### config.mk
export PLATFORM = sky130hd
export DESIGN_NAME = mdu_issue
export DESIGN_NICKNAME = d
export VERILOG_FILES = /design/src/rtl/mdu_issue.sv
export SDC_FILE = /design/constraint.sdc
export NUM_CORES = 1
export LEC_CHECK = 0
export BUFFER_PORTS_ARGS = -buffer_cell sky130_fd_sc_hd__buf_4
export CAP_MARGIN = 20
export CELL_PAD_IN_SITES_DETAIL_PLACEMENT = 0
export CELL_PAD_IN_SITES_GLOBAL_PLACEMENT = 1
export CORE_MARGIN = 1
export CORE_UTILIZATION = 30
export CTS_CLUSTER_DIAMETER = 150
export CTS_CLUSTER_SIZE = 28
export DETAILED_ROUTE_END_ITERATION = 10
export HOLD_SLACK_MARGIN = 0.05
export PLACE_DENSITY = 0.68
export REMOVE_ABC_BUFFERS = 1
export SYNTH_ARGS = -nofsm -noshare
export SYNTH_HDL_FRONTEND = slang
export SYNTH_SLANG_ARGS = --single-unit
### constraint.sdc
create_clock -name clock -period 5.8 [get_ports clock]
set_input_delay 1.16 -clock clock [delete_from_list [all_inputs] [get_ports clock]]
set_output_delay 1.16 -clock clock [all_outputs]
set_load 0.03 [all_outputs]
### src/rtl/mdu_issue.sv
`default_nettype none
// ============================================================================
// mdu_issue : execute-stage sequencer for mdu, with *W shaping and div fast path
// Rev 1.0
// ============================================================================
module mdu_issue #(
  parameter int XLEN = 64
) (
  input  logic            clock,
  input  logic            reset,
  input  logic            flush,
  input  logic            in_valid,
  output logic            in_ready,
  input  logic [2:0]      in_op,
  input  logic            in_word,
  input  logic [XLEN-1:0] in_src1,
  input  logic [XLEN-1:0] in_src2,
  input  logic [4:0]      in_rd,
  output logic            mdu_mul,
  output logic            mdu_mulh,
  output logic            mdu_mulhsu,
  output logic            mdu_mulhu,
  output logic            mdu_div,
  output logic            mdu_divu,
  output logic            mdu_rem,
  output logic            mdu_remu,
  output logic [XLEN-1:0] mdu_src1,
  output logic [XLEN-1:0] mdu_src2,
  output logic            mdu_flush,
  input  logic [XLEN-1:0] mdu_result,
  input  logic            mdu_ready,
  output logic            out_valid,
  input  logic            out_ready,
  output logic [XLEN-1:0] out_result,
  output logic [4:0]      out_rd,
  output logic            busy
);

  typedef enum logic [1:0] {
    S_IDLE  = 2'd0,
    S_ISSUE = 2'd1,
    S_DONE  = 2'd2
  } state_e;

  localparam logic [XLEN-1:0] C_MIN      = {1'b1, {(XLEN-1){1'b0}}};
  localparam logic [31:0]     C_WORD_MIN = 32'h8000_0000;

  function automatic logic [XLEN-1:0] sext32(input logic [31:0] v);
    return {{(XLEN-32){v[31]}}, v};
  endfunction

  function automatic logic [XLEN-1:0] zext32(input logic [31:0] v);
    return {{(XLEN-32){1'b0}}, v};
  endfunction

  state_e          state_q, state_d;
  logic [7:0]      lines_q, lines_d;
  logic [XLEN-1:0] src1_q, src1_d;
  logic [XLEN-1:0] src2_q, src2_d;
  logic [XLEN-1:0] result_q, result_d;
  logic            word_q, word_d;
  logic [4:0]      rd_q, rd_d;

  logic            accept;
  logic            is_mulh;
  logic            word_eff;
  logic [XLEN-1:0] src1_sh;
  logic [XLEN-1:0] src2_sh;
  logic            div_zero;
  logic            sgn_ovf;
  logic            min_hit;
  logic [XLEN-1:0] fast_res;

  assign in_ready  = ~flush & ((state_q == S_IDLE) | ((state_q == S_DONE) & out_ready));
  assign mdu_flush = flush;

  always_comb begin
    accept   = in_valid & in_ready;
    is_mulh  = ~in_op[2] & (in_op[1:0] != 2'd0);
    word_eff = in_word & ~is_mulh;

    // Word divides see 32-bit operands; mulw needs the full operands untouched.
    src1_sh = in_src1;
    src2_sh = in_src2;
    if (word_eff && in_op[2]) begin
      src1_sh = in_op[0] ? zext32(in_src1[31:0]) : sext32(in_src1[31:0]);
      src2_sh = in_op[0] ? zext32(in_src2[31:0]) : sext32(in_src2[31:0]);
    end

    div_zero = in_op[2] & (src2_sh == '0);
    min_hit  = word_eff ? (src1_sh[31:0] == C_WORD_MIN) : (src1_sh == C_MIN);
    sgn_ovf  = in_op[2] & ~in_op[0] & min_hit & (src2_sh == '1);

    fast_res = '0;
    if (div_zero) begin
      if (in_op[1]) fast_res = word_eff ? sext32(src1_sh[31:0]) : src1_sh;
      else          fast_res = '1;
    end else if (sgn_ovf) begin
      fast_res = in_op[1] ? '0 : src1_sh;
    end

    state_d  = state_q;
    lines_d  = lines_q;
    src1_d   = src1_q;
    src2_d   = src2_q;
    result_d = result_q;
    word_d   = word_q;
    rd_d     = rd_q;

    case (state_q)
      S_ISSUE: begin
        // Drop the op lines after capture so mdu sees a low cycle and rearms.
        if (mdu_ready && (lines_q != 8'd0)) begin
          result_d = word_q ? sext32(mdu_result[31:0]) : mdu_result;
          lines_d  = 8'd0;
          state_d  = S_DONE;
        end
      end
      S_DONE: begin
        if (out_ready) state_d = S_IDLE;
      end
      default: ;
    endcase

    if (accept) begin
      src1_d = src1_sh;
      src2_d = src2_sh;
      word_d = word_eff;
      rd_d   = in_rd;
      if (div_zero || sgn_ovf) begin
        result_d = fast_res;
        lines_d  = 8'd0;
        state_d  = S_DONE;
      end else begin
        lines_d  = 8'd1 << in_op;
        state_d  = S_ISSUE;
      end
    end

    if (flush) begin
      state_d = S_IDLE;
      lines_d = 8'd0;
    end
  end

  always_ff @(posedge clock or negedge reset) begin
    if (!reset) begin
      state_q  <= S_IDLE;
      lines_q  <= 8'd0;
      src1_q   <= '0;
      src2_q   <= '0;
      result_q <= '0;
      word_q   <= 1'b0;
      rd_q     <= 5'd0;
    end else begin
      state_q  <= state_d;
      lines_q  <= lines_d;
      src1_q   <= src1_d;
      src2_q   <= src2_d;
      result_q <= result_d;
      word_q   <= word_d;
      rd_q     <= rd_d;
    end
  end

  assign {mdu_remu, mdu_rem, mdu_divu, mdu_div,
          mdu_mulhu, mdu_mulhsu, mdu_mulh, mdu_mul} = lines_q;
  assign mdu_src1   = src1_q;
  assign mdu_src2   = src2_q;
  assign out_valid  = (state_q == S_DONE);
  assign out_result = result_q;
  assign out_rd     = rd_q;
  assign busy       = (state_q != S_IDLE);

endmodule
`default_nettype wire

==> impl_metrics.py, run 1 <==
metrics = {
    "status": {
        "outcome": "finished clean",
    },
    "timing": {
        "skew_ns": 0.0283,
        "worst-slew-pin-transition_ns": 0.989,
        "rsz0062_at_grt": "no",
        "drv_slew": 0,
        "finalSetupViolCount": 0,
        "setup_tns_ns": 0,
        "fmax_mhz": 267,
        "post-route-period-util": 0.645,
        "relSlewSlack": 0.341,
        "hold_viol": 0,
        "setup_ws_ns": 2.06,
        "fin_crit_ns": 3.74,
    },
    "route": {
        "drt_pass1_iterations": 5,
        "detail-route-antenna-nets": 0,
        "drt-initial-drc-count": 620,
        "routed_wl_mm": 40.4,
        "vias": 9799,
        "wire_per_inst_um": 21.2,
        "viasPerCell": 5.15,
        "route.detailed.drc": 0,
    },
    "floorplanning": {
        "initial_utilization": 0.307,
        "core-area_um2": 32800,
        "rows": 66,
        "ios": 416,
        "die-area_um2": 34300,
        "die_w_um": 185,
        "die_h_um": 185,
    },
    "layout": {
        "nets": 1670,
        "drive_above_1_share": 0.337,
        "antennaDiodeCount": 0,
        "final_common_cell": "buf_4",
        "layout_common_cells": "427 x buf_4, 254 x nand2_1, 208 x dfrtp_1, 127 x a21oi_1, 67 x nor2_1",
        "num-fill-cells": 3353,
        "syn2layout_area_growth_pct": 38.0,
    },
    "placement": {
        "dp_slack_ns": 1.54,
        "gp_congestion": 0.818,
        "dp_hpwl_mm": 28.9,
        "portBuffers": 415,
    },
    "global_route": {
        "grt_pass1_vias": 9687,
        "grt_max_degree": 108,
        "antenna_found_initial": 0,
        "grt_usage": 0.231,
        "grt_pass1_wl_mm": 60.3,
        "overflow": 0,
    },
    "logic_synthesis": {
        "ys.flop_type": "dfrtp_1",
        "synthCells": 1109,
        "synth_cell_types": 51,
        "synthArstFlopShare": 1.00,
        "yosysTopAreaCellShare": 0.517,
        "synth_largest_area_cell": "dfrtp_1",
        "seq_area_frac_synth": 0.517,
        "synth_area_um2": 10100,
        "yosysWarnings": 0,
        "synthTopCellsByArea": "dfrtp_1 52%, nand2_1 9.5%, a21oi_1 6.3%",
        "synth-edff-count": 0,
        "syn_avg_cell_area_um2": 9.07,
        "ys_ff_latch": 208,
    },
    "setup_path": {
        "cpMaxStageDelayCell": "or4b_1",
        "worst_ep_required_time_ns": 6.10,
        "worst_path_most_repeated_cell": "buf_4",
        "path_cells": "buf_4, and2_1, or4b_1, nor4_2, o2111ai_4, buf_4, o21ai_4, buf_4, o22ai_1",
        "path_buf_inv": 3,
        "cp_max_fo": 34,
        "worstPathArrival_ns": 4.04,
        "worstSetupPathType": "in -> reg",
        "startpoint_type": "input pin",
        "cpPeakStageDelay_ns": 0.59,
        "endpoint_kind": "flip-flop",
        "path_delay_family": "simple AND/OR/NAND/NOR gates",
    },
    "power": {
        "ir_drop_v": 0.000195,
        "p_per_area_nw_per_um2": 404,
        "total_power_uw": 5600,
        "p_leak_uw": 0.00659,
    },
    "clock_tree": {
        "clk_pin_slew_ns": 0.08,
        "clkSinkCount": 208,
        "ctsHtreeMaxLevel": 1,
        "hold_buffers": 0,
        "cts_root_buffer": "clkbuf_16",
        "clk_path_buf_depth": 3,
        "cts_tree": "yes",
        "postCtsSetupRepairBufs": 0,
        "clk_latency_ns": 0.48,
        "cts_made_buffers": 11,
        "cts_resized": 0,
    },
    "job": {
        "drv_cap": 0,
    },
    "worst_hold_path": {
        "holdCritPathClass": "reg -> reg",
    },
}
==> sequential cells by signal (all words and copies together) (netlist names) <==
| register | cells |
|---|---|
| out_rd | 5 |
| mdu_src2 | 64 |
| word_q | 1 |
| out_result | 64 |
| state_q | 2 |
| lines_q | 8 |
| mdu_src1 | 64 |
==> synthesized netlist by cell type (3+ instances only) <==
cell / count
inv_1: 5
nor2_1: 67
buf_1: 7
a21oi_1: 127
buf_2: 6
a21o_1: 32
and2_1: 3
buf_6: 3
nand2_1: 256
o211ai_1: 33
mux2_2: 32
o31ai_1: 4
o21ai_0: 38
o21bai_1: 3
clkbuf_1: 69
nand4b_1: 4
buf_4: 5
mux2i_1: 32
or4_1: 5
nor4_1: 36
nor3_1: 4
o41ai_1: 4
nand3_1: 7
o21ai_1: 30
o22ai_1: 33
dfrtp_1: 208
nand4_1: 25
==> metal layers <==
metal | part of all wire | track usage | vias to the layer above | routed length [um]
met2 | 0.48 | 0.375 | 354 | 19300
li1 | - | - | 4628 | -
met3 | 0.059 | 0.0374 | 58 | 2380
met5 | 0 | 0 | - | 0
met4 | 0.035 | 0.0803 | 0 | 1410
met1 | 0.43 | 0.313 | 4759 | 17400
==> final cells by class <==
cell class / count / area [um^2] / area share
clock buffers: 11 / 275 / 0.0198
clock inverters: 1 / 16.3 / 0.00117
inverters: 6 / 22.5 / 0.00162
multi-input cells: 805 / 4520 / 0.326
flip-flops and latches: 208 / 5200 / 0.375
well taps: 442 / 553 / 0.0398
repair buffers: 431 / 3290 / 0.237
==> path summary, 6_finish.rpt <==
check | startpoint | endpoint | slack [ns] | cells after the start
max | in_op[2] | out_result[13] | 2.06 | 9
min | mdu_src1[9] | mdu_src1[9] | 0.48 | 2
max reg2reg | state_q[1] | out_result[32] | 2.82 | 6
min reg2reg | mdu_src1[9] | mdu_src1[9] | 0.48 | 2
max in group asynchronous | reset | mdu_src1[12] | 3.92 | 2
min in group asynchronous | reset | out_result[19] | 0.70 | 1
==> logic make-up after synthesis <==
family	after synthesis	share of synthesized area
AOI/OAI and AO/OA	318	0.188
muxes	64	0.0676
and+or+nand+nor	423	0.187
DFF	208	0.517
buffers and inverters	96	0.0407
==> tightest hold or removal path, cell delays in order (launching register included) <==
cell and delay [ns]:
dfrtp_1 0.35, nand2_1 0.05, nand2_1 0.06
==> where the power goes <==
group          internal [uW]  leakage [uW]  switching (uW)
sequential              1870       0.00255             242
clock                    353      0.000143             504
combinational            999       0.00390            1630
total                   3230       0.00659            2380
==> metrics by stage <==
| step | instances | instance area, um^2 | hold slack (ns) | utilization |
|---|---|---|---|---|
| final | 1904 | 13900 | 0.483 | 0.423 |
| after global routing | 1904 | 13900 | 0.507 | 0.423 |
| after CTS | 1903 | 13900 | 0.486 | 0.423 |
| after detailed placement | 1891 | 13600 | 0.463 | 0.414 |
| after global placement | 1890 | 13500 | 0.461 | 0.413 |
| after floorplan | 1019 | 9680 | 0.464 | - |
No activity file was read; power rests on OpenSTA's default activity.
==> inputs of run 2 (changes only) <==
PLACE_DENSITY = 0.71   (was 0.68)
clock period = 3 ns   (was 5.8 ns; I/O delays follow)
==> run 2 against run 1 <==
Against the previous run: sequential cell count stayed put; setup slack got worse by 1.9 ns; worst hold slack worse by 0.42 ns; critical path depth did not move; die area stayed put; via count up 1.5%; highest routed layer unchanged.
==> impl_metrics.py, run 2 (synthesized netlist as in run 1, its figures left out) <==
metrics = {
    "status": {
        "outcome": "finished clean",
    },
    "timing": {
        "relSlewSlack": 0.408,
        "drv_slew": 0,
        "hold_viol": 0,
        "fmax_mhz": 348,
        "finalSetupViolCount": 0,
        "fin_crit_ns": 2.88,
        "post-route-period-util": 0.959,
        "skew_ns": 0.0210,
        "worst-slew-pin-transition_ns": 0.880,
        "rsz0062_at_grt": "no",
        "setup_tns_ns": 0,
    },
    "route": {
        "viasPerCell": 5.11,
        "drt_pass1_iterations": 5,
        "vias": 9948,
        "detail-route-antenna-nets": 0,
        "drt-initial-drc-count": 565,
        "wire_per_inst_um": 21.2,
        "route.detailed.drc": 0,
        "routed_wl_mm": 41.3,
    },
    "clock_tree": {
        "cts_resized": 0,
        "hold_buffers": 0,
        "cts_tree": "yes",
        "ctsHtreeMaxLevel": 1,
        "cts_root_buffer": "clkbuf_16",
        "clk_latency_ns": 0.47,
        "clk_pin_slew_ns": 0.12,
        "postCtsSetupRepairBufs": 0,
        "clkSinkCount": 208,
        "clk_path_buf_depth": 3,
        "cts_made_buffers": 11,
    },
    "setup_path": {
        "timing.reg2reg.setup_slack_ns": 0.58,
        "worstPathArrival_ns": 3.28,
        "cp_max_fo": 23,
        "r2r-end": "lines_q[3]",
        "rr_worst_depth": 6,
        "worstSetupPathType": "in -> reg",
        "startpoint_type": "input pin",
        "worst_ep_required_time_ns": 3.40,
        "startpoint": "in_src2[0]",
        "crit-reg2reg-launch": "state_q[1]",
        "endpoint_kind": "flip-flop",
    },
    "floorplanning": {
        "core-area_um2": 32800,
        "ios": 416,
        "die_h_um": 185,
        "initial_utilization": 0.307,
        "rows": 66,
        "die_w_um": 185,
        "die-area_um2": 34300,
    },
    "layout": {
        "syn2layout_area_growth_pct": 41.9,
        "nets": 1713,
        "antennaDiodeCount": 0,
        "final_cell_area_um2": 14300,
        "fin_cells": 1947,
        "layout_common_cells": "463 x buf_4, 254 x nand2_1, 208 x dfrtp_1, 127 x a21oi_1, 67 x nor2_1",
        "drive_above_1_share": 0.356,
        "final_common_cell": "buf_4",
        "utilization": 0.436,
    },
    "placement": {
        "gp_congestion": 0.850,
        "dp_hpwl_mm": 30.6,
        "portBuffers": 415,
        "dp.cells": 1934,
        "place_area_um2": 14000,
    },
    "power": {
        "p_per_area_nw_per_um2": 761,
        "p_leak_uw": 0.00683,
        "ir_drop_v": 0.000356,
        "total_power_uw": 10900,
    },
    "worst_hold_path": {
        "holdCritPathClass": "in -> async",
    },
    "global_route": {
        "grt_max_degree": 78,
        "overflow": 0,
        "grt_pass1_wl_mm": 61.3,
        "grt_usage": 0.234,
        "grt_pass1_vias": 9858,
        "antenna_found_initial": 1,
    },
    "job": {
        "drv_cap": 0,
    },
}
run 2: cell types whose count changed in the layout (fill, tap and decap cells not counted), sizes merged:
cell	change
buf	+43
run 2: how the worst max path moves through the flow:
stage               depth (start not counted)             end
finish                                      9  out_result[62]
global route                                9  out_result[62]
CTS                                         7  out_result[62]
detailed placement                          7  out_result[63]
global placement                            7  out_result[63]
floorplan                                   5      lines_q[6]
run 2: worst max-delay path: stages:
cell	delay [ns]
buf_4	0.15
nor4_1	0.66
nand4_1	0.29
or4_4	0.59
buf_4	0.16
a211oi_4	0.36
buf_12	0.23
a21oi_1	0.06
o21ai_1	0.16
run 2: area by class of cell:
type	count	area (um^2)
multi-input cells	805	4520
fillers	3366	18500
inverters	6	22.5
clock buffers	11	275
well taps	442	553
clock inverters	1	16.3
flip-flops and latches	208	5200
repair buffers	474	3690
run 2: routing by layer:
metal | GRT usage | share of wire
met1 | 0.317 | 0.43
met2 | 0.392 | 0.49
met3 | 0.0344 | 0.052
met4 | 0.0542 | 0.021
met5 | 0 | 0
run 2: power by group:
group	total [uW]	switching [uW]	internal, uW
combinational	5110	3160	1950
sequential	4110	488	3620
clock	1640	955	682
run 2: metrics by stage:
stage	hold slack (ns)	setup WS (ns)
2_1_floorplan	0.304	-6.10
3_3_place_gp	0.460	-0.298
3_5_place_dp	0.463	-0.298
4_1_cts	0.0713	0.175
5_1_grt	0.0828	0.176
6_report	0.0598	0.122
==> inputs of run 3 (changes only) <==
clock period = 2.43 ns   (was 3 ns; I/O delays follow)
==> run 3 against run 2 <==
Against the previous run: sequential power grew 24%; sequential cell count unchanged; die area is the same; setup slack got worse by 0.047 ns; sequential share of layout area fell by 2.3 points; global-route usage grew 0.90 points.
==> impl_metrics.py, run 3 (synthesized netlist as in run 1, its figures left out) <==
metrics = {
    "clock_tree": {
        "cts_root_buffer": "clkbuf_16",
        "cts_tree": "yes",
        "clk_pin_slew_ns": 0.12,
        "ctsHtreeMaxLevel": 1,
        "clkSinkCount": 208,
        "clk_path_buf_depth": 3,
        "clk_latency_ns": 0.48,
        "cts_made_buffers": 11,
    },
    "setup_path": {
        "cp_max_fo": 22,
        "worstSetupPathType": "in -> reg",
        "rr_worst_depth": 7,
        "timing.reg2reg.setup_slack_ns": 0.29,
        "crit-reg2reg-launch": "state_q[1]",
        "endpoint_kind": "flip-flop",
        "worstPathArrival_ns": 2.76,
        "startpoint_type": "input pin",
        "cp-endpoint": "out_result[31]",
        "worst_ep_required_time_ns": 2.83,
        "startpoint": "in_src1[38]",
        "r2r-end": "out_result[40]",
    },
    "floorplanning": {
        "die_h_um": 185,
        "die-area_um2": 34300,
        "ios": 416,
        "rows": 66,
        "initial_utilization": 0.307,
        "core-area_um2": 32800,
        "die_w_um": 185,
    },
    "timing": {
        "drv_slew": 0,
        "relSlewSlack": 0.585,
        "post-route-period-util": 0.969,
        "finalSetupViolCount": 0,
        "fmax_mhz": 425,
        "fin_crit_ns": 2.35,
        "setup_ws_ns": 0.0750,
        "skew_ns": 0.0255,
        "hold_viol": 0,
        "worst-slew-pin-transition_ns": 0.617,
        "setup_tns_ns": 0,
    },
    "power": {
        "ir_drop_v": 0.000435,
        "p_per_area_nw_per_um2": 892,
        "p_leak_uw": 0.00739,
    },
    "layout": {
        "drive_above_1_share": 0.404,
        "nets": 1818,
        "syn2layout_area_growth_pct": 51.6,
        "fin_cells": 2053,
        "final_common_cell": "buf_4",
        "layout_common_cells": "560 x buf_4, 254 x nand2_1, 208 x dfrtp_1, 126 x a21oi_1, 67 x nor2_1",
    },
    "placement": {
        "portBuffers": 415,
        "dp_hpwl_mm": 31.3,
        "gp_congestion": 0.852,
        "dp.cells": 2036,
        "dp_slack_ns": -0.714,
    },
    "status": {
        "outcome": "finished clean",
    },
    "worst_hold_path": {
        "holdCritPathClass": "in -> reg",
    },
    "route": {
        "viasPerCell": 5.13,
        "drt_pass1_iterations": 5,
        "vias": 10523,
        "drt-initial-drc-count": 714,
        "wire_per_inst_um": 20.8,
        "route.detailed.drc": 0,
        "routed_wl_mm": 42.7,
        "detail-route-antenna-nets": 0,
    },
    "global_route": {
        "grt_max_degree": 80,
        "grt_usage": 0.243,
        "antenna_found_initial": 1,
        "grt_pass1_vias": 10305,
        "grt_pass1_wl_mm": 63.5,
        "overflow": 0,
    },
    "job": {
        "drv_cap": 0,
    },
}
run 3: cell type report:
cell class | count | area, um^2
Fill cell | 3283 | 17500
Sequential cell | 208 | 5200
Multi-Input combinational cell | 806 | 4630
Timing Repair Buffer | 578 | 4550
Tap cell | 442 | 553
Clock buffer | 11 | 275
Inverter | 6 | 22.5
Clock inverter | 1 | 16.3
Antenna cell | 1 | 2.50
run 3: critical path: stages:
cell	delay (ns)
buf_4	0.12
or4_1	0.59
a211o_1	0.31
o31ai_2	0.27
buf_4	0.17
o2111ai_4	0.15
buf_4	0.26
o31a_1	0.28
o22ai_1	0.13
run 3: worst min-delay path by stage:
stage                  from           end  slack [ns]  cells after the start
2_1_floorplan         reset    lines_q[0]        0.19                      0
6_report           in_rd[0]     out_rd[0]        0.20                      3
4_1_cts            in_rd[0]     out_rd[0]        0.17                      3
3_5_place_dp   mdu_src2[26]  mdu_src2[26]        0.46                      2
5_1_grt            in_rd[0]     out_rd[0]        0.18                      3
3_3_place_gp   mdu_src2[29]  mdu_src2[29]        0.46                      2
run 3: where the power goes:
group / switching [uW] / internal (uW) / total (uW)
Clock: 1210 / 843 / 2050
Sequential: 604 / 4480 / 5080
Combinational: 3950 / 2540 / 6480
run 3: what timing repair did:
| action | CTS | global route |
|---|---|---|
| pin swaps | 2 | 5 |
| setup endpoints to repair | 74 | 63 |
| cloned | 1 | 0 |
| hold endpoints to repair | 57 | 0 |
| gates resized for setup | 8 | 6 |
| hold buffers | 1 | 0 |
| buffers inserted | 0 | 2 |
run 3: layer usage:
metal | track usage | part of all wire | vias up
met4 | 0.0691 | 0.030 | 0
li1 | - | - | 4931
met5 | 0 | 0 | -
met2 | 0.402 | 0.48 | 381
met3 | 0.0322 | 0.054 | 61
met1 | 0.331 | 0.43 | 5150
run 3: metrics by stage:
| step | total power [uW] | util | hold WS, ns | cell area [um^2] |
|---|---|---|---|---|
| 2_1_floorplan | 8680 | - | 0.190 | 9680 |
| 3_3_place_gp | 11500 | 0.451 | 0.458 | 14800 |
| 3_5_place_dp | 11600 | 0.451 | 0.463 | 14800 |
| 4_1_cts | 13700 | 0.463 | 0.174 | 15200 |
| 5_1_grt | 14300 | 0.465 | 0.179 | 15300 |
| 6_report | 13600 | 0.465 | 0.200 | 15300 |
